<file path="config.mk">
export PLATFORM = sky130hd
export DESIGN_NAME = mem_arbiter_flat
export DESIGN_NICKNAME = d
export VERILOG_FILES = /design/src/rtl/mem_arbiter_if.sv /design/src/rtl/mem_arbiter.sv /design/src/flat_wrapper.sv
export SDC_FILE = /design/constraint.sdc
export NUM_CORES = 1
export LEC_CHECK = 0
export ABC_AREA = 1
export BUFFER_PORTS_ARGS = -buffer_cell sky130_fd_sc_hd__buf_2
export CORE_AREA = 2 2 207 209
export DETAILED_ROUTE_END_ITERATION = 7
export DIE_AREA = 0 0 209 211
export PLACE_DENSITY_LB_ADDON = 0.12
export SKIP_LAST_GASP = 1
export SYNTH_ARGS = -nofsm -noshare
export SYNTH_HDL_FRONTEND = slang
export SYNTH_SLANG_ARGS = --single-unit
export TNS_END_PERCENT = 50
</file>
<file path="constraint.sdc">
create_clock -name clk -period 2.3 [get_ports clk]
set_clock_uncertainty 0.2 [all_clocks]
set_input_delay 0.115 -clock clk [delete_from_list [all_inputs] [get_ports clk]]
set_output_delay 0.115 -clock clk [all_outputs]
set_load 0.005 [all_outputs]
</file>
<file path="src/rtl/mem_arbiter_if.sv">
// Requester and memory-side signal bundle for mem_arbiter.
// The slave modport is the arbiter; master is the surrounding core and memory.
interface mem_arbiter_if #(
  parameter int N = 64
);
  logic         f_req;
  logic [N-1:0] f_adr;
  logic         f_gnt;
  logic         f_rvalid;
  logic [31:0]  f_rdata;

  logic         d_req;
  logic [1:0]   d_we;
  logic         d_readtype;
  logic [N-1:0] d_adr;
  logic [N-1:0] d_wdata;
  logic         d_gnt;
  logic         d_rvalid;
  logic [N-1:0] d_rdata;

  logic         g_req;
  logic [7:0]   g_adr;
  logic         g_gnt;
  logic         g_rvalid;
  logic [31:0]  g_rdata;

  logic [N-1:0] m_adr;
  logic [N-1:0] m_wdata;
  logic [1:0]   m_write;
  logic         m_readtype;
  logic [N-1:0] m_rdata;
  logic         busy;

  modport slave (
    input  f_req, f_adr, d_req, d_we, d_readtype, d_adr, d_wdata,
    input  g_req, g_adr, m_rdata,
    output f_gnt, f_rvalid, f_rdata, d_gnt, d_rvalid, d_rdata,
    output g_gnt, g_rvalid, g_rdata,
    output m_adr, m_wdata, m_write, m_readtype, busy
  );

  modport master (
    output f_req, f_adr, d_req, d_we, d_readtype, d_adr, d_wdata,
    output g_req, g_adr, m_rdata,
    input  f_gnt, f_rvalid, f_rdata, d_gnt, d_rvalid, d_rdata,
    input  g_gnt, g_rvalid, g_rdata,
    input  m_adr, m_wdata, m_write, m_readtype, busy
  );
endinterface

</file>
<file path="src/rtl/mem_arbiter.sv">
// Single-port memory arbiter: fetch, data and debug share one memory,
// fixed priority with starvation promotion, fixed-latency access FSM.
module mem_arbiter #(
  parameter int N      = 64,
  parameter int MEMLAT = 2,
  parameter int STARVE = 4
) (
  input  logic         clk,
  input  logic         reset,
  mem_arbiter_if.slave bus
);
  typedef enum logic [1:0] {IDLE, ACCESS, DONE} state_e;
  typedef enum logic [1:0] {OWN_D, OWN_F, OWN_G} own_e;

  localparam logic [3:0] LAT = 4'(MEMLAT);
  localparam logic [3:0] SAT = 4'(STARVE);

  state_e       state_q, state_d;
  own_e         own_q, own_d, win;
  logic         any;
  logic         last;
  logic [3:0]   cnt_q, cnt_d;
  logic [3:0]   fage_q, fage_d;
  logic [3:0]   gage_q, gage_d;
  logic [N-1:0] adr_q, adr_d;
  logic [N-1:0] wdata_q, wdata_d;
  logic [1:0]   we_q, we_d;
  logic         rt_q, rt_d;
  logic [31:0]  frd_q, frd_d;
  logic [31:0]  grd_q, grd_d;
  logic [N-1:0] drd_q, drd_d;

  // promoted requesters jump ahead of the data > fetch > debug order
  always_comb begin
    any = reset & (bus.f_req | bus.d_req | bus.g_req);
    win = OWN_D;
    if (bus.f_req && fage_q >= SAT)      win = OWN_F;
    else if (bus.g_req && gage_q >= SAT) win = OWN_G;
    else if (bus.d_req)                  win = OWN_D;
    else if (bus.f_req)                  win = OWN_F;
    else if (bus.g_req)                  win = OWN_G;
  end

  assign last = (state_q == ACCESS) && (cnt_q == 4'd1);

  always_comb begin
    state_d        = state_q;
    own_d          = own_q;
    cnt_d          = cnt_q;
    fage_d         = fage_q;
    gage_d         = gage_q;
    adr_d          = adr_q;
    wdata_d        = wdata_q;
    we_d           = we_q;
    rt_d           = rt_q;
    bus.f_gnt      = 1'b0;
    bus.d_gnt      = 1'b0;
    bus.g_gnt      = 1'b0;
    bus.f_rvalid   = 1'b0;
    bus.d_rvalid   = 1'b0;
    bus.g_rvalid   = 1'b0;
    bus.m_adr      = '0;
    bus.m_wdata    = '0;
    bus.m_write    = 2'b00;
    bus.m_readtype = 1'b0;
    bus.busy       = (state_q != IDLE);
    unique case (state_q)
      IDLE: begin
        if (any) begin
          state_d = ACCESS;
          own_d   = win;
          cnt_d   = LAT;
          unique case (win)
            OWN_F: begin
              bus.f_gnt = 1'b1;
              adr_d     = bus.f_adr;
              wdata_d   = '0;
              we_d      = 2'b00;
              rt_d      = 1'b0;
            end
            OWN_G: begin
              bus.g_gnt = 1'b1;
              adr_d     = {{(N-8){1'b0}}, bus.g_adr};
              wdata_d   = '0;
              we_d      = 2'b00;
              rt_d      = 1'b0;
            end
            default: begin
              bus.d_gnt = 1'b1;
              adr_d     = bus.d_adr;
              wdata_d   = bus.d_wdata;
              we_d      = bus.d_we;
              rt_d      = bus.d_readtype;
            end
          endcase
          if (win == OWN_F)
            fage_d = '0;
          else if (bus.f_req && fage_q < SAT)
            fage_d = fage_q + 4'd1;
          if (win == OWN_G)
            gage_d = '0;
          else if (bus.g_req && gage_q < SAT)
            gage_d = gage_q + 4'd1;
        end
      end
      ACCESS: begin
        bus.m_adr      = adr_q;
        bus.m_wdata    = wdata_q;
        bus.m_readtype = rt_q;
        cnt_d          = cnt_q - 4'd1;
        if (last) begin
          state_d = DONE;
          if (own_q == OWN_D) bus.m_write = we_q;
        end
      end
      DONE: begin
        state_d      = IDLE;
        bus.f_rvalid = (own_q == OWN_F);
        bus.d_rvalid = (own_q == OWN_D);
        bus.g_rvalid = (own_q == OWN_G);
      end
      default: state_d = IDLE;
    endcase
  end

  // kept apart from the bus drivers: m_rdata returns combinationally from m_adr
  always_comb begin
    frd_d = frd_q;
    grd_d = grd_q;
    drd_d = drd_q;
    if (last) begin
      unique case (own_q)
        OWN_F:   frd_d = bus.m_rdata[31:0];
        OWN_G:   grd_d = bus.m_rdata[31:0];
        default: if (we_q == 2'b00) drd_d = bus.m_rdata;
      endcase
    end
  end

  assign bus.f_rdata = frd_q;
  assign bus.g_rdata = grd_q;
  assign bus.d_rdata = drd_q;

  always_ff @(posedge clk or negedge reset) begin
    if (!reset) begin
      state_q <= IDLE;
      own_q   <= OWN_D;
      cnt_q   <= '0;
      fage_q  <= '0;
      gage_q  <= '0;
      adr_q   <= '0;
      wdata_q <= '0;
      we_q    <= 2'b00;
      rt_q    <= 1'b0;
      frd_q   <= '0;
      grd_q   <= '0;
      drd_q   <= '0;
    end else begin
      state_q <= state_d;
      own_q   <= own_d;
      cnt_q   <= cnt_d;
      fage_q  <= fage_d;
      gage_q  <= gage_d;
      adr_q   <= adr_d;
      wdata_q <= wdata_d;
      we_q    <= we_d;
      rt_q    <= rt_d;
      frd_q   <= frd_d;
      grd_q   <= grd_d;
      drd_q   <= drd_d;
    end
  end
endmodule

</file>
<file path="src/flat_wrapper.sv">
// flat-port wrapper written by rule: the top's interface ports become plain ports
module mem_arbiter_flat 
#(
  parameter int N      = 64,
  parameter int MEMLAT = 2,
  parameter int STARVE = 4
)
  (clk, reset, bus_f_req, bus_f_adr, bus_d_req, bus_d_we, bus_d_readtype, bus_d_adr, bus_d_wdata, bus_g_req, bus_g_adr, bus_m_rdata, bus_f_gnt, bus_f_rvalid, bus_f_rdata, bus_d_gnt, bus_d_rvalid, bus_d_rdata, bus_g_gnt, bus_g_rvalid, bus_g_rdata, bus_m_adr, bus_m_wdata, bus_m_write, bus_m_readtype, bus_busy);
  mem_arbiter_if #(.N(N)) bus_i ();
  input  logic clk;
  input  logic reset;
  input wire logic [$bits(bus_i.f_req)-1:0] bus_f_req;
  input wire logic [$bits(bus_i.f_adr)-1:0] bus_f_adr;
  input wire logic [$bits(bus_i.d_req)-1:0] bus_d_req;
  input wire logic [$bits(bus_i.d_we)-1:0] bus_d_we;
  input wire logic [$bits(bus_i.d_readtype)-1:0] bus_d_readtype;
  input wire logic [$bits(bus_i.d_adr)-1:0] bus_d_adr;
  input wire logic [$bits(bus_i.d_wdata)-1:0] bus_d_wdata;
  input wire logic [$bits(bus_i.g_req)-1:0] bus_g_req;
  input wire logic [$bits(bus_i.g_adr)-1:0] bus_g_adr;
  input wire logic [$bits(bus_i.m_rdata)-1:0] bus_m_rdata;
  output wire logic [$bits(bus_i.f_gnt)-1:0] bus_f_gnt;
  output wire logic [$bits(bus_i.f_rvalid)-1:0] bus_f_rvalid;
  output wire logic [$bits(bus_i.f_rdata)-1:0] bus_f_rdata;
  output wire logic [$bits(bus_i.d_gnt)-1:0] bus_d_gnt;
  output wire logic [$bits(bus_i.d_rvalid)-1:0] bus_d_rvalid;
  output wire logic [$bits(bus_i.d_rdata)-1:0] bus_d_rdata;
  output wire logic [$bits(bus_i.g_gnt)-1:0] bus_g_gnt;
  output wire logic [$bits(bus_i.g_rvalid)-1:0] bus_g_rvalid;
  output wire logic [$bits(bus_i.g_rdata)-1:0] bus_g_rdata;
  output wire logic [$bits(bus_i.m_adr)-1:0] bus_m_adr;
  output wire logic [$bits(bus_i.m_wdata)-1:0] bus_m_wdata;
  output wire logic [$bits(bus_i.m_write)-1:0] bus_m_write;
  output wire logic [$bits(bus_i.m_readtype)-1:0] bus_m_readtype;
  output wire logic [$bits(bus_i.busy)-1:0] bus_busy;
  assign bus_i.f_req = bus_f_req;
  assign bus_i.f_adr = bus_f_adr;
  assign bus_i.d_req = bus_d_req;
  assign bus_i.d_we = bus_d_we;
  assign bus_i.d_readtype = bus_d_readtype;
  assign bus_i.d_adr = bus_d_adr;
  assign bus_i.d_wdata = bus_d_wdata;
  assign bus_i.g_req = bus_g_req;
  assign bus_i.g_adr = bus_g_adr;
  assign bus_i.m_rdata = bus_m_rdata;
  assign bus_f_gnt = bus_i.f_gnt;
  assign bus_f_rvalid = bus_i.f_rvalid;
  assign bus_f_rdata = bus_i.f_rdata;
  assign bus_d_gnt = bus_i.d_gnt;
  assign bus_d_rvalid = bus_i.d_rvalid;
  assign bus_d_rdata = bus_i.d_rdata;
  assign bus_g_gnt = bus_i.g_gnt;
  assign bus_g_rvalid = bus_i.g_rvalid;
  assign bus_g_rdata = bus_i.g_rdata;
  assign bus_m_adr = bus_i.m_adr;
  assign bus_m_wdata = bus_i.m_wdata;
  assign bus_m_write = bus_i.m_write;
  assign bus_m_readtype = bus_i.m_readtype;
  assign bus_busy = bus_i.busy;
  mem_arbiter #(.N(N), .MEMLAT(MEMLAT), .STARVE(STARVE)) u_core (.clk(clk), .reset(reset), .bus(bus_i));
endmodule
</file>
Word level (Yosys, flattened, before mapping):

Index checks and enable logic that the tools add are counted.

* output and inout port bits: 266
* input bits: 272
* flip-flop bits (word level): 275
* word-level logic and storage cells: 90

* reductions and logical operators: 22
* equality and inequality tests: 9
* multiplexer cells: 36
* bitwise operators: 4
* $lt $le $gt $ge: 4
* add/sub/neg operators: 3

Operators by type and width (number)
* 2-to-1 mux 64 bit: 3
* case mux 64 bit (2 select lines): 1
* 2-to-1 mux 2 bit: 11
* 2-to-1 mux 4 bit: 5
* 2-to-1 mux 1 bit: 14
* AND reduction 2 bit: 5
* AND reduction 3 bit: 3
* adder 4 x 1 -> 4 bit, second input constant: 2
* greater-or-equal comparator 4 x 3 -> 1 bit, second input constant: 2
* less-than comparator 4 x 3 -> 1 bit, second input constant: 2
* case mux 4 bit (2 select lines): 1
* nonzero test 2 bit: 4
* equality test 2 x 1 -> 1 bit, second input constant: 3
* equality test 2 bit, second input constant: 3
* logical NOT 2 bit: 3
* logical AND 1 bit: 5
* equality test 4 x 1 -> 1 bit, second input constant: 1
* != test 2 x 1 -> 1 bit, second input constant: 2
* case mux 2 bit (2 select lines): 1
* OR reduction 2 bit: 2
* subtractor 4 x 1 -> 4 bit, second input constant: 1
* OR 1 bit: 2
* bitwise AND 1 bit: 1
* inverter 1 bit: 1

Logic depth before layout (Yosys ltp):

* depth in word-level cells: 10
* gate-level depth with buffers: 13
* mapped depth without buffers: 12

Worst setup path before layout:

OpenSTA, ideal clock, no wires.

* kind: register -> register
* from: register u_core.gage_q[2]
* to: register u_core.adr_q[61]
* slack: 0.058 ns
* path buffers: 2
* cell stages (with the launch flop): 13
* setup time: 0.083 ns
* required time: 2.017 ns
* arrival time: 1.960 ns
* clock period less this slack: 2.242 ns
* cell sequence: dfrtp_1 > o21ai_0 > nand2_1 > nand2_1 > inv_1 > ha_1 > buf_2 > nor2_2 > clkbuf_1 > nand2_1 > nand2_1 > nand2_1 > o21ai_0

* cells in the longest elaborated chain, start to end: 6
* elaborated cells on any way between the ends: 7
* classes of those cells: order compare: 1; eq/ne: 2; mux: 3; reduce/logical: 1

Ends and longest elaborated chain
* from (decl): RTL line mem_arbiter.sv:24 `logic [3:0] gage_q, gage_d;`
* from (signal assigned): RTL line mem_arbiter.sv:163 `gage_q <= gage_d;`
* greater-or-equal comparator 4 x 3 -> 1 bit (*): RTL line mem_arbiter.sv:38 `else if (bus.g_req && gage_q >= SAT) win = OWN_G;`
* logical AND 1 bit (*): RTL line mem_arbiter.sv:38
* 2-to-1 mux 2 bit (*): RTL line mem_arbiter.sv:38
* 2-to-1 mux 2 bit (*): RTL line mem_arbiter.sv:37 `if (bus.f_req && fage_q >= SAT) win = OWN_F;`
* net u_core.win[0]: RTL line mem_arbiter.sv:19 `own_e own_q, own_d, win;`
* equality test 2 bit or equality test 2 x 1 -> 1 bit (tied branches): RTL line mem_arbiter.sv:73 `unique case (win)`
* case mux 64 bit (2 select lines) (*): RTL line mem_arbiter.sv:73
* to (signal assigned): RTL line mem_arbiter.sv:164 `adr_q <= adr_d;`
* to (decl): RTL line mem_arbiter.sv:25 `logic [N-1:0] adr_q, adr_d;`

Mark *: on every way through the listed nets, which the timed path passes. The rest lies on a longest branch.
A chain may end at the register's enable or synchronous reset.

Worst setup path after layout:

* from: register u_core.gage_q[3]
* to: register u_core.adr_q[57]

Same word-level chain as after synthesis.

==> impl_metrics.toml <==
[outcome]
status = "finished, violations left"
failed_checks = "negative setup slack"

[grt]
antenna_found_initial = 2
gr-total-overflow = 0
grt_max_degree = 149
grt_pass1_vias = 14154
grt_usage_pct = 22.28
grt_pass1_wl_microns = 77650

[setup_path]
cp.arrival_ns = 2.54
path_max_fanout = 19
critPathKind = "reg -> reg"
crit_required_ns = 2.53
start_kind = "flop"
end_kind = "flop"
timing.rr.start = "u_core.gage_q[3]"
crit_path_start = "u_core.gage_q[3]"

[route]
vias = 13921
firstDrtPassIters = 5
avgRoutedWirePerCell_microns = 16.46
wl_microns = 50240
drt_iter0_drc = 995
antenna_left = 0
post_drt_via_cell_ratio = 4.561
drc = 0

[clock_tree]
cts_tree = "yes"
cts_buffer_depth = 3
clock_sinks = 275
clkLatencyLatePin_ns = 0.54
clk_pin_slew_ns = 0.06
cts_buffers = 35
cts_root_buf = "clkbuf_16"
htree_levels = 2

[synth]
synth_fa_ha_area_share_pct = 0.8837
synth_seq_cells = 275
synth_top_area_share_pct = 54.00
synth.area.mux_share_pct = 0
yosys.area_share.simple_pct = 31.91
synth_xor_area_share_pct = 0
yosysUniqueCellTypes = 19
synth_top_family_by_area = "simple AND/OR/NAND/NOR gates"
synth_area_leaders = "dfrtp_1, nand2_1, nand3_1"
yosys.area.top_type = "dfrtp_1"
synth-compound-area-share_pct = 5.066
netlist_area_sq_um = 12740
synth-seq-area-share_pct = 54.00
syn_nets = 1977
synthCells = 1696
yosysWarnings = 0
synth_area_per_cell_sq_um = 7.514

[final_layout]
layout.nets = 2768
area_growth_pct = 60.78
fillCellCount = 4218
regArea_sq_um = 6882
layout-drive-gt1-share_pct = 26.72
final_area_sq_um = 20490
multi_input_area_sq_um = 4930

[worst_hold_path]
min_path_type = "in -> reg"
hp-start = "bus_m_rdata[58]"

[timing]
slew-limit-headroom_pct = 41.33
min_period_ns = 2.303
final_max_slew_viol_count = 0
rsz0062_at_grt = "yes"
tightest_slew_ns = 0.8800
fin_tns_setup_ns = -0.003132
hold_viol_final = 0
final-setup-viol-count = 1
max_clock_freq_mhz = 434.2
fin_ws_ns = -0.003132
fin_crit_sh_pct = 100.1

[floorplanning]
dieArea_sq_um = 44100
fp.dieW_microns = 209
die_y_microns = 211
io-pin-count = 538
rows = 75
initial_utilization_pct = 30.52
coreArea_sq_um = 41760

[place]
place.gp.congestion = 0.8640
portBuffers = 537
dp_hpwl_microns = 31460
placed_cell_area_sq_um = 16090

[power]
peakVddDrop_v = 0.0005267
power.leakage_nw = 10.85
power_density_nw_per_um2 = 1173

[flow_run]
maxCapViolCount = 0
## cell type report
type / count / share of cell area, %
Clock buffer: 50 / 5.142
Multi-Input combinational cell: 1163 / 24.06
Sequential cell: 275 / 33.59
Tap cell: 539 / 3.292
Inverter: 153 / 2.840
Clock inverter: 11 / 0.9649
Antenna cell: 2 / 0.02443
Timing Repair Buffer: 859 / 30.09
## path summary, 6_finish.rpt
| check | to | slack, ns | cells past startpoint |
|---|---|---|---|
| worst max-delay path | u_core.adr_q[57] | -0.003 | 14 |
| worst min register to register | u_core.bus.f_rdata[28] | 0.26 | 2 |
| worst max register to register | u_core.adr_q[57] | -0.003 | 14 |
| min in group asynchronous | u_core.bus.f_rdata[7] | 0.17 | 3 |
| max in group asynchronous | u_core.gage_q[2] | 0.98 | 3 |
| worst min-delay path | u_core.bus.d_rdata[58] | 0.14 | 4 |
## cells in the mapped netlist (all sizes together)
cell	instances
nand2	714
dfrtp	275
nor2	157
inv	153
nand3	152
o21ai	126
buf	56
clkbuf	50
ha	9
a21boi	2
nand4	1
nor3	1
## stage by stage
step | utilization (%) | cells | hold slack, ns | power [mW] | setup slack, ns
floorplan | - | 1696 | -0.3806 | 12.85 | 0.05757
CTS | 48.57 | 3037 | 0.09400 | 24.22 | -0.06187
finish | 49.06 | 3052 | 0.1388 | 24.04 | -0.003132
global placement | 38.53 | 2696 | -0.2611 | 17.12 | 0.04914
global route | 49.06 | 3051 | 0.1283 | 25.94 | -0.1023
detailed placement | 38.53 | 2696 | -0.2611 | 17.24 | -0.02910
## cells by family after synthesis
kind of cell / count (synthesis)
compound gates: 128
simple gates: 1025
fa+ha+maj: 9
flops: 275
buf+inv: 259
## power breakdown
| part | switching (mW) | internal, mW | leakage, nW |
|---|---|---|---|
| Combinational | 6.00 | 4.09 | 6.97 |
| Sequential | 1.03 | 6.98 | 3.27 |
| Clock | 2.20 | 3.75 | 0.614 |
| Total | 9.23 | 14.8 | 10.9 |
## layout by cell type, fill, tap and decap left out, types with 6 or more instances in the layout
master,n
buf_12,13
ha_1,7
nor2_4,6
nand3_1,152
o21ai_0,120
buf_2,536
clkbuf_8,10
dfrtp_1,275
clkbuf_16,39
nor2_1,147
inv_1,147
dlygate4sd3_1,272
nand2_1,709
buf_4,26
## worst max-delay path, stage by stage, from the launching register on
cell	delay, ns
dfrtp_1	0.39
o21ai_2	0.15
nand2_1	0.08
nand2_2	0.07
inv_2	0.05
ha_4	0.24
buf_12	0.13
buf_6	0.15
nor2_4	0.11
buf_12	0.15
clkbuf_16	0.19
nand2_1	0.07
nand2_1	0.06
nand2_1	0.04
o21ai_0	0.12
## registers in the layout, summed over array words and instances (netlist names)
| name | cells |
|---|---|
| u_core.we_q | 2 |
| u_core.bus.g_rdata | 32 |
| u_core.gage_q | 4 |
| u_core.rt_q | 1 |
| u_core.adr_q | 64 |
| u_core.state_q | 2 |
| u_core.bus.d_rdata | 64 |
| u_core.wdata_q | 64 |
| u_core.own_q | 2 |
| u_core.bus.f_rdata | 32 |
| u_core.cnt_q | 4 |
| u_core.fage_q | 4 |
## routing by layer
metal  wire length, microns  vias to the layer above  global-route usage, %  part of all wire, %
li1                       -                     6778                      -                    -
met1                  21580                     6567                  28.70                   43
met2                  23970                      469                  37.38                   48
met3                   3065                      105                  4.089                  6.1
met4                   1603                        2                  8.374                  3.2
met5                     13                        -                      0                0.026
## what timing repair did
action                     CTS  global route
hold buffers               272             0
pin swaps                    1            11
setup endpoints to repair   49           214
resized for setup           14            19
cloned                       5             3
setup buffers                3            10
hold endpoints to repair   544             0
No activity file was read; power rests on OpenSTA's default activity.
